`src/rtl/updown_counter_n.sv`:
```
// Parametrised up/down counter with programmable modulus and step, synchronous load,
// wrap or saturate mode, registered terminal-count pulse and sticky overflow flag.
module updown_counter_n #(
    parameter int WIDTH   = 8,
    parameter int MAX_VAL = 2**WIDTH - 1,
    parameter int STEP_W  = 4
) (
    input  logic              clk,
    input  logic              rst,
    input  logic              en,
    input  logic              dir,
    input  logic [STEP_W-1:0] step,
    input  logic              sat,
    input  logic              load,
    input  logic [WIDTH-1:0]  load_val,
    input  logic              clr_ovf,
    output logic [WIDTH-1:0]  count,
    output logic              tc,
    output logic              ovf,
    output logic              at_max,
    output logic              at_zero
);

    localparam int                     RW    = WIDTH + 2;
    localparam logic signed [RW-1:0]   MAX_S = RW'(MAX_VAL);
    localparam logic [WIDTH-1:0]       MAX_W = WIDTH'(MAX_VAL);
    localparam logic [WIDTH-1:0]       MOD_W = WIDTH'(MAX_VAL + 1);

    generate
        if (MAX_VAL < 1 || MAX_VAL > 2**WIDTH - 1 || 2**STEP_W - 1 > MAX_VAL + 1) begin : g_bad_params
            $error("updown_counter_n: illegal WIDTH/MAX_VAL/STEP_W combination");
        end
    endgenerate

    logic [WIDTH-1:0]     count_q, count_d;
    logic                 tc_q, tc_d;
    logic                 ovf_q, ovf_d;

    logic signed [RW-1:0] cnt_s, step_s, r;
    logic [WIDTH-1:0]     r_lo, wrap_val, sat_val, load_clamped;
    logic                 bnd_hi, bnd_lo, bnd;

    // Unbounded result carries two extra bits: one for sign, one for overshoot above MAX_VAL.
    always_comb begin
        cnt_s  = signed'({2'b00, count_q});
        step_s = signed'({{(RW-STEP_W){1'b0}}, step});
        r      = dir ? (cnt_s - step_s) : (cnt_s + step_s);
        r_lo   = r[WIDTH-1:0];
        bnd_hi = (r > MAX_S);
        bnd_lo = r[RW-1];
        bnd    = bnd_hi | bnd_lo;
    end

    // Low-bit arithmetic is exact because the corrected value always lands in 0..MAX_VAL.
    always_comb begin
        wrap_val     = bnd_hi ? (r_lo - MOD_W) : (bnd_lo ? (r_lo + MOD_W) : r_lo);
        sat_val      = bnd_hi ? MAX_W : (bnd_lo ? '0 : r_lo);
        load_clamped = (load_val > MAX_W) ? MAX_W : load_val;
    end

    always_comb begin
        // NOTE: every output of this block gets a default first so no path can infer a latch.
        count_d = count_q;
        tc_d    = 1'b0;
        ovf_d   = ovf_q & ~clr_ovf;
        if (load) begin
            count_d = load_clamped;
        end else if (en) begin
            count_d = sat ? sat_val : wrap_val;
            tc_d    = bnd;
            ovf_d   = ovf_d | bnd;
        end
    end

    // NOTE: sequential state uses non-blocking assignments so all registers update together.
    always_ff @(posedge clk or posedge rst) begin
        if (rst) begin
            count_q <= '0;
            tc_q    <= 1'b0;
            ovf_q   <= 1'b0;
        end else begin
            count_q <= count_d;
            tc_q    <= tc_d;
            ovf_q   <= ovf_d;
        end
    end

    assign count   = count_q;
    assign tc      = tc_q;
    assign ovf     = ovf_q;
    assign at_max  = (count_q == MAX_W);
    assign at_zero = (count_q == '0);

endmodule

```
`config.mk`:
```
export PLATFORM = sky130hd
export DESIGN_NAME = updown_counter_n
export DESIGN_NICKNAME = d
export VERILOG_FILES = /design/src/rtl/updown_counter_n.sv
export SDC_FILE = /design/constraint.sdc
export NUM_CORES = 1
export LEC_CHECK = 0
export ABC_AREA = 1
export CORE_ASPECT_RATIO = 0.75
export CORE_MARGIN = 5
export CORE_UTILIZATION = 44
export DETAILED_ROUTE_END_ITERATION = 8
export GPL_ROUTABILITY_DRIVEN = 0
export PLACE_DENSITY_LB_ADDON = 0.08
export SYNTH_ARGS = -nofsm -noshare
export SYNTH_HDL_FRONTEND = slang
export SYNTH_SLANG_ARGS = --single-unit
```
`constraint.sdc`:
```
create_clock -name clk -period 1.6 [get_ports clk]
set_input_delay 0.16 -clock clk [delete_from_list [all_inputs] [get_ports clk]]
set_output_delay 0.16 -clock clk [all_outputs]
set_load 0.02 [all_outputs]
```
# Yosys cells after proc, flatten, opt, wreduce, memory -nomap -nowiden
# Cells that the tools add are included.
dict set report totals {
  regBits 10
  in_bits 19
}
dict set report classes {
  add_sub_neg 2
  n_lt_le_gt_ge 2
  eq_ne 1
  muxes 11
  bitwise_logic 4
  reduce_logical 2
}
# operator count
set ops {}
lappend ops {{$mux 8} 6}
lappend ops {{$gt 10x9->1 const B} 1}
lappend ops {{$mux 10} 1}
lappend ops {{$add 8x4->9} 1}
lappend ops {{$sub 8x4->9} 1}
lappend ops {{$eq 8x8->1 const B} 1}
lappend ops {{$gt 8x8->1 const B} 1}
lappend ops {{$logic_not 8->1} 1}
lappend ops {{$mux 1} 4}
lappend ops {{$or 1x1->1} 2}
lappend ops {{$reduce_bool 2->1} 1}
lappend ops {{$and 1x1->1} 1}
lappend ops {{$not 1->1} 1}

# Logic depth before layout (Yosys ltp)
dict set report logic_depth {
  ltp_word 7
  depth_mapped 14
  ltp_nobuf 14
}

# Least setup slack after synthesis
# Ideal clock, no wire load.
dict set report synth_path {
  kind {flip-flop to flip-flop}
  startpoint {reg count_q[0], in the netlist count[0]}
  endpoint {reg count_q[4], in the netlist count[4]}
  t_arrival_ps 1756
  path_slack_ps -272
  path_stages_with_launch 14
  path_cell_list {dfrtp_1 > inv_1 > ha_1 > fa_1 > inv_1 > nand2_1 > nand2_1 > a21oi_1 > nand2_1 > nand2_1 > nor2_1 > o21ai_2 > nand2_1 > nand2_1}
}
dict set report synth_between {
  elab_chain_cells 7
  elab_cells_between_ends 9
  cone_classes {add/sub (2); order compare (1); mux (6)}
}
# item line_no
set synth_lines {}
lappend synth_lines {{start, declared} 35} ;# logic [WIDTH-1:0] count_q, count_d;
lappend synth_lines {{start signal, assigned} 82} ;# count_q <= count_d;
lappend synth_lines {{$add 8x4->9 / $sub 8x4->9 (equally long branches)} 47} ;# r = dir ? (cnt_s - step_s) : (cnt_s + step_s);
lappend synth_lines {{$mux 10 *} 47}
lappend synth_lines {{$gt 10x9->1 / $mux 8 (equally long branches)} {49, 57}}
lappend synth_lines {{$mux 8} 57} ;# sat_val = bnd_hi ? MAX_W : (bnd_lo ? '0 : r_lo);
lappend synth_lines {{$mux 8 *} 69} ;# count_d = sat ? sat_val : wrap_val;
lappend synth_lines {{$mux 8 *} 68} ;# end else if (en) begin
lappend synth_lines {{$mux 8 *} 66} ;# if (load) begin
# Mark *: on every way between the ends. The rest lies on a longest branch, timed or not. The select of a mux whose other input is x is not followed.
# A chain may end at the register's enable or synchronous reset.

# Worst setup path in the final report
dict set report layout_path {
  startpoint {reg count_q[0], in the netlist count[0]}
  endpoint {reg count_q[1], in the netlist count[1]}
}
# Same word-level chain as after synthesis.

==> impl_metrics.yaml <==
critical_path:
  slowest_stage: "dfrtp_2"
  critical_path.top_delay_family: "simple AND/OR/NAND/NOR gates"
  critical_path.most_common_cell: "nand2_2"
  r2r_start: "count[0]$_DFFE_PP0P_"
  critPathBufInv: 1
  crit_chain: "ha_4 -> fa_2 -> nand3_2 -> nand2_2 -> nand2_2 -> nor2_2 -> nand2_2 -> nand2_2 -> clkinv_4 -> nand2_1 -> nand2_1 -> nand2_1"
  start_kind: "flip-flop"
  r2r_cells: 12
  critical_path_required_ns: 1.76
  slowest_delay_ns: 0.45
  reg2reg_to: "count[1]$_DFFE_PP0P_"
  worstPathArrival_ns: 1.97
  r2r_slack_ns: -0.21
  crit_type: "flip-flop to flip-flop"
  endpoint_kind: "flip-flop"
  critPathMaxFanout: 7
cts:
  cts_sinks: 10
  root_buffer: "clkbuf_4"
  cts_buffer_depth: 2
  cts_hold_buf: 0
  clkLatencyLatePin_ns: 0.27
  cts_buffers: 3
  cts_tree: "built"
  clk_pin_slew_worst_paths_ns: 0.07
  htreeDepth: 1
logic_synthesis:
  synth_area_mm2: 0.001150
  ys_types: 29
  synth_edf_count: 0
  yosysSeqAreaShare_pct: 21.76
  synth_fp_nets: 207
  synthTopCellsByArea: "dfrtp_1 (22%), nand2_1 (20%), ha_1 (8.7%)"
  yosys_warnings: 0
  synth_top_area_share_pct: 21.76
  synth_cells: 178
  async_reset_ff_share_pct: 100.0
  avgSynthCellArea_um2: 6.460
  yosysTopAreaCell: "dfrtp_1"
  ys_ff_latch: 10
  synth_ff_type: "dfrtp_1"
  yosysMostFrequentCell: "nand2_1"
  synthTopCellsByCount: "nand2_1 (61), nor2_1 (25), inv_1 (16)"
global_route:
  grt_pass1_vias: 1429
  antenna_found_initial: 0
  grt-ovfl-total: 0
  grt_pass1_wl_mm: 6.203
  grt_max_degree: 16
  grt_usage_pct: 20.50
sta:
  hold_violations: 0
  fin_worst_skew_ns: 0.001016
  setup_slack_ns: -0.2069
  period_share_pct: 112.9
  slew_viol_final: 0
  fin_crit_ns: 1.807
  relSlewSlack_pct: 71.93
  rsz0062_at_grt: "yes"
  setup_viol: 9
  fmax_ghz: 0.5534
  tightest_slew_ns: 0.4206
die:
  top_level_ports: 31
  die_x_um: 69.03
  start_util_pct: 44.87
  die-area_mm2: 0.003746
  rows: 16
  coreArea_mm2: 0.002562
  chipHeight_um: 54.27
power:
  leakagePower_nw: 0.9654
  p_per_area_mw_per_mm2: 813.3
  ir_worst_vdd_mv: 0.5443
  p_total_w: 0.001520
routing:
  drc: 0
  post_drt_wl_per_cell_um: 13.57
  finalWirelength_mm: 3.731
  dr.pass1.iters: 4
  vias: 1404
  drt_iter0_drc: 98
  via_per_inst: 5.105
  ant_nets: 0
status:
  status: "complete, but fails checks"
  violations: "negative setup slack"
run:
  maxCapViolCount: 0
finish:
  diodes: 0
  seqCellArea_um2: 252.7
  fin_area_mm2: 0.001869
  multiInputGateArea_um2: 905.9
  n_fill_cell: 223
  drive_gt1_share_pct: 35.15
  final_net_count: 269
  syn_to_final_growth_pct: 62.57
placed_design:
  dpl-instance-area_mm2: 0.001700
  dpl.hpwl_mm: 2.837
  io_buffers: 30
min_path:
  hold_path.class: "input pin to async pin"
-- metrics by stage --
step / TNS, ns / hold slack [ns] / worst slack, ns / std cells / util, %
floorplan: -1.016 / 0.00004316 / -0.1417 / 178 / -
global placement: -4.146 / 0.4679 / -0.4734 / 270 / 66.36
detailed placement: -4.540 / 0.4860 / -0.5057 / 270 / 66.36
CTS: -1.249 / 0.1890 / -0.1774 / 275 / 70.31
global route: -2.444 / 0.2102 / -0.3029 / 275 / 72.95
finish: -1.482 / 0.1779 / -0.2069 / 275 / 72.95
-- how the worst max path moves through the flow --
stage | slack, ns | end | cells after the start | from
global placement | -0.47 | count[1]$_DFFE_PP0P_ | 13 | step[1]
detailed placement | -0.51 | count[5]$_DFFE_PP0P_ | 12 | step[0]
global route | -0.30 | count[6]$_DFFE_PP0P_ | 12 | count[0]$_DFFE_PP0P_
floorplan | -0.14 | count[1]$_DFFE_PP0P_ | 12 | count[0]$_DFFE_PP0P_
CTS | -0.18 | count[4]$_DFFE_PP0P_ | 12 | count[0]$_DFFE_PP0P_
finish | -0.21 | count[1]$_DFFE_PP0P_ | 12 | count[0]$_DFFE_PP0P_
-- timing repair --
| action | 4_1_cts | 5_1_grt |
|---|---|---|
| pin swaps | 4 | 11 |
| resized for setup | 24 | 20 |
| hold endpoints to repair | 0 | 0 |
| endpoints found under the setup margin | 13 | 15 |
| buffers inserted | 1 | 0 |
| gates cloned | 0 | 0 |
-- worst reg2reg max path, stage by stage (launching register included) --
cell and delay, ns:
dfrtp_2 0.45, ha_4 0.18, fa_2 0.38, nand3_2 0.10, nand2_2 0.08, nand2_2 0.09, nor2_2 0.04, nand2_2 0.06
nand2_2 0.07, clkinv_4 0.08, nand2_1 0.07, nand2_1 0.06, nand2_1 0.05
-- final cells by class --
type	instances	area share, %
timing repair buffer	60	28.18
multi-input combinational	142	48.46
sequential	10	13.52
inverter	23	5.489
clock buffer	4	1.941
tap	36	2.410
-- placed cells by master, fill, tap and decap left out, types with 2 or more instances in the layout --
master,netlist,layout
o21ai_1,5,4
nand2_1,61,54
nand2_2,5,11
clkdlybuf4s50_1,0,20
dlymetal6s2s_1,0,5
inv_2,3,5
nor3_4,1,2
nand4_1,3,3
nand3_2,0,4
a21oi_1,4,2
dfrtp_1,10,8
nor2_1,25,23
ha_1,8,4
inv_1,16,14
fa_2,0,2
nor2_2,1,3
ha_4,0,4
o21ai_2,2,3
clkbuf_4,0,3
nand3_1,15,11
buf_4,0,31
dfrtp_2,0,2
a21oi_2,1,2
dlygate4sd2_1,0,3
-- sequential cells by signal (all words and copies together) (netlist names) --
| name | cells |
|---|---|
| ovf | 1 |
| count | 8 |
| tc | 1 |
-- cell families after synthesis --
group | share of synthesized area (%)
compound gates | 8.488
buf+inv | 11.75
simple gates | 45.81
flops | 21.76
fa+ha+maj | 12.19
-- per-layer routing --
metal	vias to the layer above	track usage (%)	part of all wire [%]
li1	684	-	-
met1	656	23.97	41
met2	62	40.19	52
met3	2	4.220	7.3
met4	0	3.571	0.16
met5	-	0	0
-- where the power goes --
part / switching, W / total [W] / internal, W
Sequential: 0.0000434 / 0.000334 / 0.000291
Combinational: 0.000518 / 0.000957 / 0.000439
Clock: 0.0000904 / 0.000229 / 0.000138
Total: 0.000652 / 0.00152 / 0.000868
(Power assumes the default switching activity.)
